[config.mk]
export PLATFORM = sky130hd
export DESIGN_NAME = pc_fetch_sequencer_flat
export DESIGN_NICKNAME = d
export VERILOG_FILES = /design/src/rtl/pc_fetch_sequencer_pkg.sv /design/src/rtl/pc_fetch_sequencer_if.sv /design/src/rtl/pc_fetch_sequencer_fetch_watchdog.sv /design/src/rtl/pc_fetch_sequencer.sv /design/src/flat_wrapper.sv
export SDC_FILE = /design/constraint.sdc
export NUM_CORES = 1
export LEC_CHECK = 0
export ABC_AREA = 1
export CELL_PAD_IN_SITES_DETAIL_PLACEMENT = 1
export CELL_PAD_IN_SITES_GLOBAL_PLACEMENT = 2
export CORE_ASPECT_RATIO = 1.75
export CORE_UTILIZATION = 28
export CTS_CLUSTER_DIAMETER = 50
export DETAILED_ROUTE_END_ITERATION = 7
export PLACE_DENSITY_LB_ADDON = 0.1
export RECOVER_POWER = 100
export SYNTH_ARGS = -nofsm -noshare
export SYNTH_HDL_FRONTEND = slang
export SYNTH_SLANG_ARGS = --single-unit
[constraint.sdc]
create_clock -name CLK -period 3.3 [get_ports CLK]
set_input_delay 0.495 -clock CLK [delete_from_list [all_inputs] [get_ports CLK]]
set_output_delay 0.495 -clock CLK [all_outputs]
set_load 0.1 [all_outputs]
[src/rtl/pc_fetch_sequencer_pkg.sv]
// pc_seq_pkg: shared definitions for the program-counter fetch sequencer.
//   - default datapath width and the reset / interrupt vectors
//   - default fetch watchdog timeout
//   - state encoding of the sequencer FSM
package pc_seq_pkg;

   localparam int          WIDTH_DEF        = 16;
   localparam logic [15:0] RESET_VECTOR_DEF = 16'h0000;
   localparam logic [15:0] IRQ_VECTOR_DEF   = 16'hFFF0;
   localparam int          TIMEOUT_DEF      = 15;

   localparam logic [1:0] ST_IDLE  = 2'd0;
   localparam logic [1:0] ST_FETCH = 2'd1;
   localparam logic [1:0] ST_EXEC  = 2'd2;
   localparam logic [1:0] ST_FAULT = 2'd3;

   typedef enum logic [1:0] {
      S_IDLE  = ST_IDLE,
      S_FETCH = ST_FETCH,
      S_EXEC  = ST_EXEC,
      S_FAULT = ST_FAULT
   } state_t;

endpackage

[src/rtl/pc_fetch_sequencer_if.sv]
// pc_fetch_sequencer_if: bundles the instruction-memory read handshake and the
// execute-stage handshake of the fetch sequencer.
//   master : sequencer side (drives MEM_REQ/MEM_ADDR, IR/IR_VALID, PC, EPC,
//            IRQ_ACK, FAULT; receives RUN, MEM_ACK/MEM_DATA, EXEC_DONE,
//            BR_TAKEN/BR_TARGET, IRQ)
//   slave  : memory / execute-stage side, directions reversed
interface pc_fetch_sequencer_if
   #(parameter int WIDTH = pc_seq_pkg::WIDTH_DEF);

   logic             RUN;
   logic             MEM_REQ;
   logic [WIDTH-1:0] MEM_ADDR;
   logic             MEM_ACK;
   logic [WIDTH-1:0] MEM_DATA;
   logic [WIDTH-1:0] IR;
   logic             IR_VALID;
   logic             EXEC_DONE;
   logic             BR_TAKEN;
   logic [WIDTH-1:0] BR_TARGET;
   logic             IRQ;
   logic             IRQ_ACK;
   logic [WIDTH-1:0] EPC;
   logic [WIDTH-1:0] PC;
   logic             FAULT;

   modport master (
      input  RUN, MEM_ACK, MEM_DATA, EXEC_DONE, BR_TAKEN, BR_TARGET, IRQ,
      output MEM_REQ, MEM_ADDR, IR, IR_VALID, IRQ_ACK, EPC, PC, FAULT
   );

   modport slave (
      output RUN, MEM_ACK, MEM_DATA, EXEC_DONE, BR_TAKEN, BR_TARGET, IRQ,
      input  MEM_REQ, MEM_ADDR, IR, IR_VALID, IRQ_ACK, EPC, PC, FAULT
   );

endinterface

[src/rtl/pc_fetch_sequencer_fetch_watchdog.sv]
// fetch_watchdog: counts cycles a fetch waits for its memory acknowledge.
//   CLK, CLR : clock and asynchronous active-high reset
//   clr      : synchronous clear (has priority over en)
//   en       : count one waiting cycle
//   tc       : high when the current waiting cycle is the TIMEOUT-th one,
//              i.e. an unacknowledged edge now exhausts the budget
module fetch_watchdog
   #(parameter int TIMEOUT = pc_seq_pkg::TIMEOUT_DEF,
     parameter int CW      = 8)
   (input  logic CLK,
    input  logic CLR,
    input  logic clr,
    input  logic en,
    output logic tc);

   logic [CW-1:0] count_q, count_d;

   always_comb begin
      count_d = count_q;
      if (clr)
         count_d = '0;
      else if (en)
         count_d = count_q + CW'(1);
   end

   always_ff @(posedge CLK or posedge CLR) begin
      if (CLR)
         count_q <= '0;
      else
         count_q <= count_d;
   end

   assign tc = (count_q == CW'(TIMEOUT - 1));

endmodule

[src/rtl/pc_fetch_sequencer.sv]
// pc_fetch_sequencer: sequences the program counter and the instruction-fetch
// handshake. Requests a read at PC, latches the returned word into IR, waits
// for the execute stage, then picks the next PC (increment, branch target or
// interrupt vector). A watchdog parks the block in a sticky fault state when
// a fetch is never acknowledged.
//   CLK  : rising-edge clock
//   CLR  : asynchronous active-high reset
//   bus  : memory and execute-stage handshake (master side)
// All outputs come straight from flops.
module pc_fetch_sequencer
   import pc_seq_pkg::*;
   #(parameter int               WIDTH        = WIDTH_DEF,
     parameter logic [WIDTH-1:0] RESET_VECTOR = WIDTH'(RESET_VECTOR_DEF),
     parameter logic [WIDTH-1:0] IRQ_VECTOR   = WIDTH'(IRQ_VECTOR_DEF),
     parameter int               TIMEOUT      = TIMEOUT_DEF)
   (input logic                CLK,
    input logic                CLR,
    pc_fetch_sequencer_if.master bus);

   state_t           state_q, state_d;
   logic [WIDTH-1:0] pc_q, pc_d;
   logic [WIDTH-1:0] ir_q, ir_d;
   logic [WIDTH-1:0] epc_q, epc_d;
   logic [WIDTH-1:0] mem_addr_q, mem_addr_d;
   logic             mem_req_q, mem_req_d;
   logic             ir_valid_q, ir_valid_d;
   logic             irq_ack_q, irq_ack_d;
   logic             fault_q, fault_d;
   logic [WIDTH-1:0] pc_sel;
   logic             wd_clr, wd_en, wd_tc;

   // The watchdog only runs while a fetch is outstanding and unacknowledged.
   assign wd_clr = (state_q != S_FETCH) || bus.MEM_ACK;
   assign wd_en  = !wd_clr;

   fetch_watchdog #(.TIMEOUT(TIMEOUT), .CW(8)) u_watchdog (
      .CLK (CLK),
      .CLR (CLR),
      .clr (wd_clr),
      .en  (wd_en),
      .tc  (wd_tc)
   );

   always_comb begin
      state_d    = state_q;
      pc_d       = pc_q;
      ir_d       = ir_q;
      epc_d      = epc_q;
      mem_addr_d = mem_addr_q;
      mem_req_d  = mem_req_q;
      ir_valid_d = 1'b0;
      irq_ack_d  = 1'b0;
      fault_d    = fault_q;
      pc_sel     = pc_q;

      case (state_q)
         S_IDLE: begin
            mem_req_d = 1'b0;
            if (bus.RUN) begin
               state_d    = S_FETCH;
               mem_req_d  = 1'b1;
               mem_addr_d = pc_q;
            end
         end

         S_FETCH: begin
            if (bus.MEM_ACK) begin
               ir_d       = bus.MEM_DATA;
               ir_valid_d = 1'b1;
               pc_d       = pc_q + WIDTH'(1);
               mem_req_d  = 1'b0;
               state_d    = S_EXEC;
            end else if (wd_tc) begin
               mem_req_d = 1'b0;
               fault_d   = 1'b1;
               state_d   = S_FAULT;
            end
         end

         S_EXEC: begin
            if (bus.EXEC_DONE) begin
               // PC already points past the current instruction, so it is
               // the return address unless a branch redirects it.
               if (bus.IRQ) begin
                  epc_d     = bus.BR_TAKEN ? bus.BR_TARGET : pc_q;
                  pc_sel    = IRQ_VECTOR;
                  irq_ack_d = 1'b1;
               end else if (bus.BR_TAKEN) begin
                  pc_sel = bus.BR_TARGET;
               end
               pc_d = pc_sel;
               if (bus.RUN) begin
                  state_d    = S_FETCH;
                  mem_req_d  = 1'b1;
                  mem_addr_d = pc_sel;
               end else begin
                  state_d = S_IDLE;
               end
            end
         end

         default: begin
            mem_req_d = 1'b0;
            fault_d   = 1'b1;
         end
      endcase
   end

   always_ff @(posedge CLK or posedge CLR) begin
      if (CLR) begin
         state_q    <= S_IDLE;
         pc_q       <= RESET_VECTOR;
         ir_q       <= '0;
         epc_q      <= '0;
         mem_addr_q <= '0;
         mem_req_q  <= 1'b0;
         ir_valid_q <= 1'b0;
         irq_ack_q  <= 1'b0;
         fault_q    <= 1'b0;
      end else begin
         state_q    <= state_d;
         pc_q       <= pc_d;
         ir_q       <= ir_d;
         epc_q      <= epc_d;
         mem_addr_q <= mem_addr_d;
         mem_req_q  <= mem_req_d;
         ir_valid_q <= ir_valid_d;
         irq_ack_q  <= irq_ack_d;
         fault_q    <= fault_d;
      end
   end

   assign bus.MEM_REQ  = mem_req_q;
   assign bus.MEM_ADDR = mem_addr_q;
   assign bus.IR       = ir_q;
   assign bus.IR_VALID = ir_valid_q;
   assign bus.IRQ_ACK  = irq_ack_q;
   assign bus.EPC      = epc_q;
   assign bus.PC       = pc_q;
   assign bus.FAULT    = fault_q;

endmodule

[src/flat_wrapper.sv]
// flat-port wrapper written by rule: the top's interface ports become plain ports
module pc_fetch_sequencer_flat import pc_seq_pkg::*;
#(parameter int               WIDTH        = WIDTH_DEF,
     parameter logic [WIDTH-1:0] RESET_VECTOR = WIDTH'(RESET_VECTOR_DEF),
     parameter logic [WIDTH-1:0] IRQ_VECTOR   = WIDTH'(IRQ_VECTOR_DEF),
     parameter int               TIMEOUT      = TIMEOUT_DEF)
  (CLK, CLR, bus_RUN, bus_MEM_ACK, bus_MEM_DATA, bus_EXEC_DONE, bus_BR_TAKEN, bus_BR_TARGET, bus_IRQ, bus_MEM_REQ, bus_MEM_ADDR, bus_IR, bus_IR_VALID, bus_IRQ_ACK, bus_EPC, bus_PC, bus_FAULT);
  pc_fetch_sequencer_if #(.WIDTH(WIDTH)) bus_i ();
  input logic CLK;
  input logic CLR;
  input wire logic [$bits(bus_i.RUN)-1:0] bus_RUN;
  input wire logic [$bits(bus_i.MEM_ACK)-1:0] bus_MEM_ACK;
  input wire logic [$bits(bus_i.MEM_DATA)-1:0] bus_MEM_DATA;
  input wire logic [$bits(bus_i.EXEC_DONE)-1:0] bus_EXEC_DONE;
  input wire logic [$bits(bus_i.BR_TAKEN)-1:0] bus_BR_TAKEN;
  input wire logic [$bits(bus_i.BR_TARGET)-1:0] bus_BR_TARGET;
  input wire logic [$bits(bus_i.IRQ)-1:0] bus_IRQ;
  output wire logic [$bits(bus_i.MEM_REQ)-1:0] bus_MEM_REQ;
  output wire logic [$bits(bus_i.MEM_ADDR)-1:0] bus_MEM_ADDR;
  output wire logic [$bits(bus_i.IR)-1:0] bus_IR;
  output wire logic [$bits(bus_i.IR_VALID)-1:0] bus_IR_VALID;
  output wire logic [$bits(bus_i.IRQ_ACK)-1:0] bus_IRQ_ACK;
  output wire logic [$bits(bus_i.EPC)-1:0] bus_EPC;
  output wire logic [$bits(bus_i.PC)-1:0] bus_PC;
  output wire logic [$bits(bus_i.FAULT)-1:0] bus_FAULT;
  assign bus_i.RUN = bus_RUN;
  assign bus_i.MEM_ACK = bus_MEM_ACK;
  assign bus_i.MEM_DATA = bus_MEM_DATA;
  assign bus_i.EXEC_DONE = bus_EXEC_DONE;
  assign bus_i.BR_TAKEN = bus_BR_TAKEN;
  assign bus_i.BR_TARGET = bus_BR_TARGET;
  assign bus_i.IRQ = bus_IRQ;
  assign bus_MEM_REQ = bus_i.MEM_REQ;
  assign bus_MEM_ADDR = bus_i.MEM_ADDR;
  assign bus_IR = bus_i.IR;
  assign bus_IR_VALID = bus_i.IR_VALID;
  assign bus_IRQ_ACK = bus_i.IRQ_ACK;
  assign bus_EPC = bus_i.EPC;
  assign bus_PC = bus_i.PC;
  assign bus_FAULT = bus_i.FAULT;
  pc_fetch_sequencer #(.WIDTH(WIDTH), .RESET_VECTOR(RESET_VECTOR), .IRQ_VECTOR(IRQ_VECTOR), .TIMEOUT(TIMEOUT)) u_core (.CLK(CLK), .CLR(CLR), .bus(bus_i));
endmodule
==> impl_table.tex <==
\begin{tabular}{lr}
\hline
Metric & Value \\
\hline
\multicolumn{2}{l}{\textbf{Status}} \\
\quad Run status & complete, but fails checks \\
\quad Failing checks & capacitance limit, slew limit \\
\multicolumn{2}{l}{\textbf{Global routing}} \\
\quad Met1 track demand over resource & 21.0\% \\
\quad Maximum number of pins on one net before global-route repair & 42 \\
\quad Met3 track utilization from global routing & 4.19\% \\
\quad First-pass GRT wire length & 22.3 mm \\
\quad Initial antenna violation count & 1 \\
\quad Overall global routing resource usage & 19.5\% \\
\quad Overflow after GRT & 0 \\
\quad Number of global-route vias before repair & 4197 \\
\quad Layer with the highest usage & met2 \\
\quad GR Util met2 & 37.0\% \\
\multicolumn{2}{l}{\textbf{Clock network}} \\
\quad H-tree depth & 3 \\
\quad Register clock-pin slew on the reported worst setup and hold paths & 0.06 ns \\
\quad Largest buffer count on any clock path & 2 \\
\quad Number of gates resized after CTS & 0 \\
\quad Hold Buf Count CTS & 0 \\
\quad Clock latency on the worst-skew pair & 0.34 ns \\
\quad Number of post-CTS setup repair buffers & 0 \\
\quad Number of sinks handled by clock tree synthesis & 78 \\
\quad TritonCTS clock tree & built \\
\quad Root buffer selected by CTS & clkbuf\_16 \\
\quad Number of buffers inserted during clock tree synthesis & 9 \\
\multicolumn{2}{l}{\textbf{Finish}} \\
\quad Final standard cell count with taps included and fillers excluded & 780 \\
\quad Leading cell type in the layout, fill and taps excluded & nand2\_1 \\
\quad Most frequent cells in the layout & nand2\_1, dfrtp\_1, nor2\_1 \\
\quad Area added between synthesis and finish & 31.7\% \\
\quad Antenna cells & 0 \\
\quad Combined area of the multi-input logic cells & 0.00176 mm\^{}2 \\
\quad Proportion of layout cells with a drive suffix above 1 & 6.80\% \\
\quad Fraction of the core area covered by cells at the end of the flow & 37.8\% \\
\quad Sequential cell area & 0.00195 mm\^{}2 \\
\quad Count of nets after finishing & 644 \\
\quad Fill cell total of the finished layout & 1714 \\
\multicolumn{2}{l}{\textbf{Die}} \\
\quad Die X & 92.3 um \\
\quad Standard-cell rows & 57 \\
\quad Die footprint & 0.0148 mm\^{}2 \\
\quad Boundary Pins & 107 \\
\quad Starting density of the core & 28.7\% \\
\quad Standard cell core area & 0.0139 mm\^{}2 \\
\quad Height of the die & 160 um \\
\multicolumn{2}{l}{\textbf{STA}} \\
\quad Transition time of the tightest slew-check pin & 1.92 ns \\
\quad Final Hold Violating Endpoints & 0 \\
\quad Post-route fraction of the period consumed by the critical path & 79.8\% \\
\quad Worst slew margin relative to its limit & -29.0\% \\
\quad Top achievable clock speed & 380 MHz \\
\quad Endpoints failing setup & 0 \\
\quad Period minus WS final & 2.63 ns \\
\quad Setup repair after global routing missed its margin & false \\
\quad Setup total negative slack & 0 ns \\
\quad Final count of pins violating max slew & 38 \\
\quad Post-layout worst setup margin & 0.665 ns \\
\quad Setup skew after layout & 0.00535 ns \\
\multicolumn{2}{l}{\textbf{Critical path}} \\
\quad Data required, critical path & 3.53 ns \\
\quad Arr. time, crit path & 2.86 ns \\
\quad Family of cells with the greatest summed delay on the critical path & buffers and inverters \\
\quad Category of the critical setup timing path & flop to flop \\
\quad CP Max Fanout & 34 \\
\quad Kind of capture point of the worst setup path & flop \\
\quad Count of buffer and inverter cells on the critical path & 3 \\
\quad Setup crit start kind & flop \\
\quad Slowest stage cell, crit path & clkbuf\_1 \\
\quad Critical path's largest stage delay & 0.69 ns \\
\quad Critical Path, Cell by Cell & inv\_1, ha\_1, buf\_4, o21ai\_0, nor2\_4, clkbuf\_1, nand3\_1, o21a\_1 \\
\multicolumn{2}{l}{\textbf{Placement}} \\
\quad Routability cong. & 0.748 \\
\quad PortBufs & 106 \\
\quad Pre-CTS WS & 1.02 ns \\
\quad Instance count after placement with tap cells included & 764 \\
\quad Half-perimeter wire length of the detailed placement result & 9.92 mm \\
\multicolumn{2}{l}{\textbf{Logic synthesis}} \\
\quad Synthesized area divided by synthesized cell count & 8.13 um\^{}2 \\
\quad Cells after synthesis & 492 \\
\quad Count of warnings emitted by yosys & 0 \\
\quad Total nets after synthesis & 538 \\
\quad Synth Cell Area & 0.00400 mm\^{}2 \\
\quad Number of storage elements in the synthesis netlist & 78 \\
\quad Part of the Yosys area used for sequential elements & 48.8\% \\
\quad Unique masters post-synth & 35 \\
\multicolumn{2}{l}{\textbf{Detailed routing}} \\
\quad Total number of vias & 3753 \\
\quad Average routed wire per standard cell & 17.2 um \\
\quad Detailed Route Iter0 Violations & 112 \\
\quad DRT Wirelength & 13.4 mm \\
\quad First-pass iteration count of the detailed router & 4 \\
\quad Antenna Nets Post-Route & 0 \\
\quad Number of vias per cell & 4.81 \\
\quad DRC viols & 0 \\
\multicolumn{2}{l}{\textbf{Job}} \\
\quad Number of maximum-capacitance constraint violations & 1 \\
\multicolumn{2}{l}{\textbf{Worst hold path}} \\
\quad Class of the most critical hold timing path & flop to flop \\
\hline
\end{tabular}
-- final timing paths --
| check | start | to | slack [ns] | cells past startpoint |
|---|---|---|---|---|
| setup / recovery | u_core.state_q[0] | u_core.bus.MEM_ADDR[7] | 0.67 | 8 |
| hold / removal | u_core.bus.IR[13] | u_core.bus.IR[13] | 0.48 | 2 |
| setup reg to reg | u_core.state_q[0] | u_core.bus.MEM_ADDR[7] | 0.67 | 8 |
| hold reg to reg | u_core.bus.IR[13] | u_core.bus.IR[13] | 0.48 | 2 |
| max in group asynchronous | CLR | u_core.bus.MEM_REQ | 1.25 | 3 |
| min in group asynchronous | CLR | u_core.bus.IR[1] | 1.12 | 2 |
-- stage by stage --
| step | instance area [um^2] | hold slack [ns] |
|---|---|---|
| final | 5260 | 0.477 |
| after global routing | 5260 | 0.502 |
| after CTS | 5430 | 0.490 |
| after detailed placement | 5130 | 0.466 |
| after global placement | 5130 | 0.466 |
| after floorplan | 4000 | 0.450 |
-- worst min-delay path, cell delays in order (launching register included) --
cell	delay, ns
dfrtp_1	0.34
nand2_1	0.05
nand2_1	0.05
-- flip-flops by register name (all words and copies together), names as in the netlist, 2 cells and up --
name,count
u_core.bus.MEM_ADDR,16
u_core.bus.IR,16
u_core.bus.PC,16
u_core.bus.EPC,16
u_core.u_watchdog.count_q,8
u_core.state_q,2
-- area by class of cell --
| class | count | area share (%) |
|---|---|---|
| well taps | 177 | 4.21 |
| clock buffers | 10 | 4.35 |
| repair buffers | 113 | 16.6 |
| inverters | 43 | 3.16 |
| multi-input cells | 353 | 33.4 |
| flip-flops and latches | 78 | 37.1 |
| clock inverters | 6 | 1.19 |
-- per-layer routing --
metal	share of wire [%]	vias up
li1	-	1809
met1	37	1830
met2	56	92
met3	4.5	20
met4	2.2	2
met5	0.075	-
-- synth_stat cells --
library cell | instances | share of area, %
buf_2 | 9 | 1.1
inv_4 | 2 | 0.31
nand2_1 | 146 | 14
nor3_1 | 6 | 0.75
ha_1 | 7 | 2.2
a2bb2oi_1 | 6 | 1.3
a31o_2 | 1 | 0.22
inv_2 | 2 | 0.19
dfrtp_1 | 78 | 49
o21ai_0 | 37 | 4.6
a41oi_1 | 1 | 0.22
xor2_1 | 1 | 0.22
a22oi_1 | 2 | 0.38
buf_4 | 3 | 0.56
mux2_2 | 9 | 2.5
o21bai_1 | 1 | 0.19
inv_1 | 38 | 3.6
clkbuf_1 | 2 | 0.19
nand2_2 | 3 | 0.47
o21a_1 | 6 | 1.1
nand3_1 | 25 | 3.1
o21ai_2 | 1 | 0.22
buf_6 | 4 | 1.1
nor2_1 | 56 | 5.3
nand4_1 | 3 | 0.47
nand2_4 | 1 | 0.28
o21ai_1 | 3 | 0.38
o211ai_1 | 5 | 0.94
a21boi_0 | 2 | 0.38
nor2_2 | 3 | 0.47
nor2_4 | 3 | 0.85
mux2_1 | 3 | 0.85
a21oi_1 | 19 | 2.4
a31oi_1 | 3 | 0.47
clkinv_1 | 1 | 0.094
-- kinds of logic (layout without fill, tap and decap cells) --
family,count (synthesis),after routing,share of synthesized area (%)
AO/OA/AOI/OAI,87,87,12.8
multiplexers,12,12,3.38
XOR/XNOR,1,1,0.219
AND/OR/NAND/NOR,246,246,25.4
adder cells (fa/ha/maj),7,7,2.19
buffers and inverters,61,172,7.17
flip-flops,78,78,48.8
Power is not shown: default switching activity piles up to over one toggle a cycle in this logic, so the estimate is an artifact.
